`src/rtl/pong_vram_pkg.sv`:
```
`default_nettype none
// ----------------------------------------------------------------------------
// pong_vram_pkg: shared fill-state encoding and default geometry for pong_vram_db
// Revision: 1.0
// ----------------------------------------------------------------------------
package pong_vram_pkg;

  localparam int unsigned DEF_DATA_W = 8;
  localparam int unsigned DEF_DEPTH  = 96;

  typedef enum logic [0:0] {
    IDLE = 1'b0,
    FILL = 1'b1
  } fill_state_e;

endpackage
`default_nettype wire

```
`src/rtl/pong_vram_bank.sv`:
```
`default_nettype none
// ----------------------------------------------------------------------------
// pong_vram_bank: one DEPTH x DATA_W bank, one write port, two registered read ports
// Revision: 1.0
// ----------------------------------------------------------------------------
module pong_vram_bank #(
  parameter int unsigned DATA_W = 8,
  parameter int unsigned DEPTH  = 96,
  parameter int unsigned ADDR_W = $clog2(DEPTH)
) (
  input  logic              clk,
  input  logic              reset_n,
  input  logic              we_i,
  input  logic [ADDR_W-1:0] waddr_i,
  input  logic [DATA_W-1:0] wdata_i,
  input  logic              a_rd_i,
  input  logic [ADDR_W-1:0] a_addr_i,
  output logic [DATA_W-1:0] a_data_o,
  input  logic              b_rd_i,
  input  logic [ADDR_W-1:0] b_addr_i,
  output logic [DATA_W-1:0] b_data_o
);

  logic [DATA_W-1:0] mem_q [DEPTH];
  logic [DATA_W-1:0] a_data_q;
  logic [DATA_W-1:0] b_data_q;

  // Storage is deliberately left out of reset so contents survive a reset.
  always_ff @(posedge clk) begin
    if (we_i && (32'(waddr_i) < DEPTH)) begin
      mem_q[waddr_i] <= wdata_i;
    end
  end

  always_ff @(posedge clk or negedge reset_n) begin
    if (!reset_n) begin
      a_data_q <= '0;
      b_data_q <= '0;
    end else begin
      if (a_rd_i) begin
        a_data_q <= (32'(a_addr_i) < DEPTH) ? mem_q[a_addr_i] : '0;
      end
      if (b_rd_i) begin
        b_data_q <= (32'(b_addr_i) < DEPTH) ? mem_q[b_addr_i] : '0;
      end
    end
  end

  assign a_data_o = a_data_q;
  assign b_data_o = b_data_q;

endmodule
`default_nettype wire

```
`src/rtl/pong_vram_db.sv`:
```
`default_nettype none
// ----------------------------------------------------------------------------
// pong_vram_db: double-buffered video RAM, CPU on back bank, scan-out on front bank,
// bank swap on vsync. Optional back-bank fill engine: define PONG_VRAM_FILL_EN.
// Revision: 1.0
// ----------------------------------------------------------------------------
module pong_vram_db
  import pong_vram_pkg::*;
#(
  parameter int unsigned DATA_W = DEF_DATA_W,
  parameter int unsigned DEPTH  = DEF_DEPTH,
  parameter int unsigned ADDR_W = $clog2(DEPTH)
) (
  input  logic              clk,
  input  logic              reset_n,
  input  logic              chipselect,
  input  logic              write,
  input  logic              read,
  input  logic [ADDR_W-1:0] address,
  input  logic [DATA_W-1:0] writedata,
  output logic [DATA_W-1:0] readdata,
  output logic              waitrequest,
  input  logic              swap_req,
  input  logic              vsync,
  input  logic              clear_start,
  input  logic [DATA_W-1:0] clear_value,
  output logic              busy,
  output logic              clear_done,
  input  logic              scan_rd,
  input  logic [ADDR_W-1:0] scan_addr,
  output logic [DATA_W-1:0] scan_data,
  output logic              scan_valid,
  output logic              front_sel
);

  logic              front_sel_q, front_sel_d;
  logic              swap_pending_q, swap_pending_d;
  logic              rd_sel_q;
  logic              scan_sel_q;
  logic              scan_valid_q;
  logic              back_w;
  logic              busy_w;
  logic              clear_done_w;
  logic              fill_we_w;
  logic [ADDR_W-1:0] fill_addr_w;
  logic [DATA_W-1:0] fill_data_w;
  logic              cpu_wr_w;
  logic              cpu_rd_w;
  logic              swap_go_w;
  logic              we_w;
  logic [ADDR_W-1:0] waddr_w;
  logic [DATA_W-1:0] wdata_w;
  logic [DATA_W-1:0] cpu_q_w  [2];
  logic [DATA_W-1:0] scan_q_w [2];

  assign back_w      = ~front_sel_q;
  assign waitrequest = chipselect & busy_w;
  assign cpu_wr_w    = chipselect & write & ~waitrequest;
  assign cpu_rd_w    = chipselect & read & ~waitrequest;

`ifdef PONG_VRAM_FILL_EN
  localparam logic [ADDR_W-1:0] C_LAST   = ADDR_W'(DEPTH - 1);
  localparam logic [ADDR_W-1:0] C_PENULT = ADDR_W'(DEPTH - 2);

  fill_state_e       state_q;
  logic [ADDR_W-1:0] cnt_q;
  logic [DATA_W-1:0] fill_val_q;
  logic              clear_done_q;

  // clear_done is registered one cycle early so it is high during the last write.
  always_ff @(posedge clk or negedge reset_n) begin
    if (!reset_n) begin
      state_q      <= IDLE;
      cnt_q        <= '0;
      fill_val_q   <= '0;
      clear_done_q <= 1'b0;
    end else begin
      case (state_q)
        IDLE: begin
          if (clear_start) begin
            state_q      <= FILL;
            cnt_q        <= '0;
            fill_val_q   <= clear_value;
            clear_done_q <= (DEPTH == 32'd1);
          end
        end
        FILL: begin
          if (cnt_q == C_LAST) begin
            state_q      <= IDLE;
            clear_done_q <= 1'b0;
          end else begin
            cnt_q        <= cnt_q + 1'b1;
            clear_done_q <= (cnt_q == C_PENULT);
          end
        end
        default: state_q <= IDLE;
      endcase
    end
  end

  assign busy_w       = (state_q == FILL);
  assign clear_done_w = clear_done_q;
  assign fill_we_w    = busy_w;
  assign fill_addr_w  = cnt_q;
  assign fill_data_w  = fill_val_q;
`else
  logic unused_fill_inputs;
  assign unused_fill_inputs = ^{clear_start, clear_value};
  assign busy_w       = 1'b0;
  assign clear_done_w = 1'b0;
  assign fill_we_w    = 1'b0;
  assign fill_addr_w  = '0;
  assign fill_data_w  = '0;
`endif

  assign we_w    = fill_we_w | cpu_wr_w;
  assign waddr_w = fill_we_w ? fill_addr_w : address;
  assign wdata_w = fill_we_w ? fill_data_w : writedata;

  // The back bank cannot change while busy, so fill and CPU share its write port safely.
  assign swap_go_w      = vsync & (swap_pending_q | swap_req) & ~busy_w;
  assign front_sel_d    = front_sel_q ^ swap_go_w;
  assign swap_pending_d = ~swap_go_w & (swap_pending_q | swap_req);

  always_ff @(posedge clk or negedge reset_n) begin
    if (!reset_n) begin
      front_sel_q    <= 1'b0;
      swap_pending_q <= 1'b0;
      rd_sel_q       <= 1'b0;
      scan_sel_q     <= 1'b0;
      scan_valid_q   <= 1'b0;
    end else begin
      front_sel_q    <= front_sel_d;
      swap_pending_q <= swap_pending_d;
      scan_valid_q   <= scan_rd;
      if (cpu_rd_w) begin
        rd_sel_q <= back_w;
      end
      if (scan_rd) begin
        scan_sel_q <= front_sel_q;
      end
    end
  end

  for (genvar g = 0; g < 2; g++) begin : g_bank
    pong_vram_bank #(
      .DATA_W (DATA_W),
      .DEPTH  (DEPTH),
      .ADDR_W (ADDR_W)
    ) u_bank (
      .clk      (clk),
      .reset_n  (reset_n),
      .we_i     (we_w && (back_w == 1'(g))),
      .waddr_i  (waddr_w),
      .wdata_i  (wdata_w),
      .a_rd_i   (cpu_rd_w && (back_w == 1'(g))),
      .a_addr_i (address),
      .a_data_o (cpu_q_w[g]),
      .b_rd_i   (scan_rd && (front_sel_q == 1'(g))),
      .b_addr_i (scan_addr),
      .b_data_o (scan_q_w[g])
    );
  end

  assign readdata   = cpu_q_w[rd_sel_q];
  assign scan_data  = scan_q_w[scan_sel_q];
  assign scan_valid = scan_valid_q;
  assign front_sel  = front_sel_q;
  assign busy       = busy_w;
  assign clear_done = clear_done_w;

endmodule
`default_nettype wire

```
`config.mk`:
```
export PLATFORM = sky130hd
export DESIGN_NAME = pong_vram_db
export DESIGN_NICKNAME = d
export VERILOG_FILES = /design/src/rtl/pong_vram_pkg.sv /design/src/rtl/pong_vram_bank.sv /design/src/rtl/pong_vram_db.sv
export SDC_FILE = /design/constraint.sdc
export NUM_CORES = 2
export LEC_CHECK = 0
export CAP_MARGIN = 20
export CORE_UTILIZATION = 50
export DETAILED_ROUTE_END_ITERATION = 7
export PLACE_DENSITY = 0.66
export SLEW_MARGIN = 25
export SYNTH_ARGS = -nofsm -noshare
export SYNTH_HDL_FRONTEND = slang
export SYNTH_HIERARCHICAL = 1
export SYNTH_SLANG_ARGS = --single-unit
```
`constraint.sdc`:
```
create_clock -name clk -period 4.6 [get_ports clk]
set_clock_uncertainty 0.05 [all_clocks]
set_input_delay 0.46 -clock clk [delete_from_list [all_inputs] [get_ports clk]]
set_output_delay 0.46 -clock clk [all_outputs]
set_load 0.01 [all_outputs]
```
======== Yosys cells after proc, flatten, opt, wreduce, memory -nomap -nowiden ========
Memory sizes are Yosys's and may differ from the RTL's.
Index checks and enable logic that the tools add are counted.
storage, ports and cells
  bits of input ports ..................... 39
  register bits after elaboration ......... 37
  memory bits (writable) .................. 1536
  memories ................................ 2
memories
  name                    words  bits a word  read ports  clocked after Yosys merged registers in  write ports  line                  source
  g_bank[0].u_bank.mem_q  96     8            2           0                                        1            pong_vram_bank.sv:24  logic [DATA_W-1:0] mem_q [DEPTH];
  g_bank[1].u_bank.mem_q  96     8            2           0                                        1            pong_vram_bank.sv:24
cells by class
  bitwise logic cells ..................... 10
  multiplexer cells ....................... 14
  reduce and logical (&&, ||, !) cells .... 8
  $lt $le $gt $ge ......................... 4
operator list
  kind                                                number
  two-way mux 8 bit                                   10
  less-than comparator 7 bit (second input constant)  2
  logical AND 1 bit                                   8
  bitwise AND 1 bit                                   4
  >= comparator 2 bit (second input constant)         2
  two-way mux 1 bit                                   4
  inverter 1 -> 2 bit                                 2
  inverter 1 bit                                      2
  bitwise OR 1 bit                                    1
  bitwise XOR 1 bit                                   1

======== Longest topological paths before layout ========
  depth after elaboration ................. 5
  mapped depth ............................ 10

======== By module ========
The synthesis kept the hierarchy.
by module, submodules not included
  module          area an instance (um2)  cells an instance  times used
  pong_vram_bank  37114.3                 2144               2
  pong_vram_db    495.5                   42                 1

======== Least setup slack after synthesis ========
Ideal clock, no wire load.
  path type ............................... input -> register
  start ................................... input port address[0]
  end ..................................... register g_bank[0].u_bank.a_data_q[3]
  arrival time ............................ 2.241 ns
  setup slack ............................. 2.187 ns
  stages on the path ...................... 9
  setup time .............................. 0.122 ns
  buffers on the path ..................... 4
  path through ............................ buf_6 > buf_6 > buf_2 > buf_4 > mux2_2 > a21oi_1 > o21ai_0 > a32o_1 > a32o_1
between the ends
  longest elaborated chain between the ends .. 2
ends and longest elaborated chain
  item                                                               line                  source
  start, declared                                                    pong_vram_db.sv:19    input logic [ADDR_W-1:0] address,
  memory (96 x 8 bit) or less-than comparator 7 bit (tied branches)  n/a
  two-way mux 8 bit (*)                                              pong_vram_bank.sv:41  a_data_q <= (32'(a_addr_i) < DEPTH) ? mem_q[a_addr_i] : '0;
  end signal, assigned                                               pong_vram_bank.sv:41
  end, declared                                                      pong_vram_bank.sv:25  logic [DATA_W-1:0] a_data_q;
Mark *: on every way between the ends. The rest lies on a longest branch, timed or not.
A chain may end at the register's enable or synchronous reset.

======== Final worst setup path ========
  start ................................... register front_sel_q, in the netlist front_sel
  end ..................................... memory g_bank[0].u_bank.mem_q[66][0] (enable)
between the ends
  longest elaborated chain between the ends .. 4
ends and longest elaborated chain
  item                                     line                  source
  start, declared                          pong_vram_db.sv:36    logic front_sel_q, front_sel_d;
  start signal, assigned                   pong_vram_db.sv:133   front_sel_q <= front_sel_d;
  logical AND 1 bit                        pong_vram_db.sv:153   .we_i (we_w && (back_w == 1'(g))),
  logical AND 1 bit                        pong_vram_bank.sv:30  if (we_i && (32'(waddr_i) < DEPTH)) begin
  two-way mux 1 bit                        pong_vram_bank.sv:30
  two-way mux 1 bit (not written as such)  pong_vram_bank.sv:31  mem_q[waddr_i] <= wdata_i;
  end, declared                            pong_vram_bank.sv:24
Every way passes these cells.

==> out/metrics.csv <==
metric,value,unit
status,completed,
synth unique cells,59,
core box area,148000,um^2
"most common cell after layout, fill and taps aside",edfxtp_1,
Post-Syn Area per Cell,17.3,um^2
hold crit path type,input port to flip-flop,
largest net degree at the start of global routing,116,
Synth Flop Type,edfxtp_1,
Max-cap violations,0,
I/O Buffers,47,
hold-critical path depth,1,
Placer Congestion,0.984,
Reg-to-Reg End,g_bank[0].u_bank/mem_q[66][0],
full die area,151000,um^2
clk slew on worst S/H paths,0.06,ns
most frequent cells in the layout,"1536 x edfxtp_1, 642 x mux2i_1, 486 x mux4_2",
fraction of registers with async set/reset,2.35,%
layout cells sized above 1,24.5,%
Die Ht,389,um
Core Rows,141,
Crit-path slowest cell,nor2_1,
CTS Root Cell,clkbuf_16,
Worst Path Required,4.96,ns
grt ovf,0,
Setup crit start,front_sel,
period utilization,65.8,%
Post-synth EDFFs,1536,
CP Capture Type,flip-flop,
drt wl/cell,33.8,um
CTS tree,done,
Critical Path AT,3.39,ns
latest clock arrival within the worst-skew pair,0.80,ns
TritonCTS Buffers,162,
leading post-synthesis cells by cell area,"edfxtp_1 62%, mux4_2 15%, mux2i_1 8.6%, a22o_1 1.4%, nor2_1 1.3%",
final slew viol count,0,
Worst R2R Path Depth,5,
peak supply drop,386,uV
fmax,330,MHz
I/O pins,60,
Mapped Cells,4330,
Startpoint Class,flip-flop,
synthesized cell area,74700,um^2
Crit Path Category,flip-flop to flip-flop,
CP max FO,10,
Slew @ Worst Pin,1.14,ns
Hold EP,g_bank[1].u_bank/mem_q[0][6],
first-pass GRT wire length,319000,um
"area leader, netlist",edfxtp_1,
worst hold margin,0.105,ns
initial core utilization,50.5,%
ANT nets after route,0,
yosys warns,6,
static leakage,28.1,nW
"Seq/Total Area, Yosys",63.0,%
via count,45800,
initial antenna violation count,5,
unrepaired setup endpoints after global routing,false,
Layout fillers,11200,
Initial DRT Pass Iterations,6,
"CP delay by family, top",simple AND/OR/NAND/NOR gates,
PD cells,390,nW/um^2
routed vias/inst,6.92,
min-delay src,writedata[6],
CP Cell Sequence,and3_1 -> a21boi_1 -> nand3_1 -> buf_4 -> nor2_1,
relative slew slack,23.8,%
Detailed Route WL,224000,um
final count of hold timing violations,0,
minimum clock period,3.03,ns
Yosys top cell area share,61.7,%
reg2reg setup slack,1.57,ns
Worst path max stage delay,0.71,ns
CTS H-Tree Depth,4,
#FFs+latches synth,1573,
vias in the first global route,45300,
reg2reg start,front_sel,
# setup viols final,0,
DRT iter0 DRCs,6262,
GRT Total Usage,29.4,%
clk buf depth,3,
nets@finish,4604,
Worst Path Buf+Inv,1,
setup tns final,0,ns
clock sink count,1573,
post-DP HPWL,148000,um
# DRC,0,
die width,389,um
Syn-to-layout area delta,12.3,%
[stage by stage]
stage                     instances  utilization, %  worst slack [ns]  total power, W  cell area (um^2)
after floorplan                4332               -              2.19          0.0182             74700
after global placement         6329            53.1             0.980          0.0197             78600
after detailed placement       6329            53.1             0.957          0.0197             78600
after CTS                      6621            56.7              1.60          0.0328             83900
after global routing           6621            56.7              1.44          0.0335             83900
final                          6623            56.7              1.57          0.0327             83900
[how the worst max path moves through the flow]
stage                                               end  slack, ns  cells after the start
after global routing      g_bank[0].u_bank/mem_q[74][7]       1.44                      5
after detailed placement   g_bank[1].u_bank/a_data_o[1]       0.96                      9
after global placement     g_bank[1].u_bank/a_data_o[1]       0.98                      9
final                     g_bank[0].u_bank/mem_q[66][0]       1.57                      5
after CTS                 g_bank[0].u_bank/mem_q[74][7]       1.60                      5
after floorplan            g_bank[0].u_bank/a_data_o[3]       2.19                      9
[state kept, by name, indices dropped and copies added, names as in the netlist]
signal,cells
front_sel,1
g_bank.u_bank/a_data_o,16
g_bank.u_bank/b_data_o,16
g_bank.u_bank/mem_q,1536
rd_sel_q,1
scan_sel_q,1
scan_valid,1
swap_pending_q,1
[worst register-to-register path: stages, from the launching register on]
cell	delay, ns
dfrtp_1	0.57
and3_1	0.34
a21boi_1	0.56
nand3_1	0.14
buf_4	0.24
nor2_1	0.73
[what timing repair did]
action	in CTS	in global routing
setup buffers	0	0
hold endpoints to repair	60	0
gates resized for setup	0	0
hold buffers	2	0
[power breakdown]
group,leakage [nW],switching (W),internal (W),total (W)
Combinational,11.3,0.00203,0.00137,0.00340
Clock,2.56,0.00545,0.00776,0.0132
Sequential,14.3,0.000243,0.0159,0.0161
[routing by layer]
layer	GRT usage, %	share of wire (%)
met5	0.670	0.075
met4	9.25	3.2
met3	6.62	11
met2	45.7	46
met1	41.4	39
[cells in the mapped netlist, drive strengths merged, types with 32 or more instances]
cell type	n
o21ai	43
buf	217
nand3	48
mux2	41
nand2b	32
nor2	263
a211oi	34
clkbuf	106
mux4	488
nand2	114
mux2i	642
a21oi	57
a22o	116
o22ai	118
a22oi	62
nor2b	49
dfrtp	37
a221oi	100
edfxtp	1536
[layout make-up]
class | count | area (um^2) | area share, %
well taps | 1930 | 2410 | 2.88
multi-input cells | 2430 | 25800 | 30.7
diodes | 2 | 5.00 | 0.00596
clock inverters | 74 | 830 | 0.988
clock buffers | 216 | 4440 | 5.28
repair buffers | 392 | 3380 | 4.03
flip-flops and latches | 1573 | 47100 | 56.1
inverters | 6 | 22.5 | 0.0268
[kinds of logic after synthesis]
| family | share of synthesized area, % |
|---|---|
| simple gates | 3.74 |
| mux | 24.0 |
| compound gates | 6.67 |
| xor+xnor | 0.0117 |
| flops | 63.0 |
| other cells | 0.00502 |
| buf+inv | 2.60 |
No activity file was read; power rests on OpenSTA's default activity.
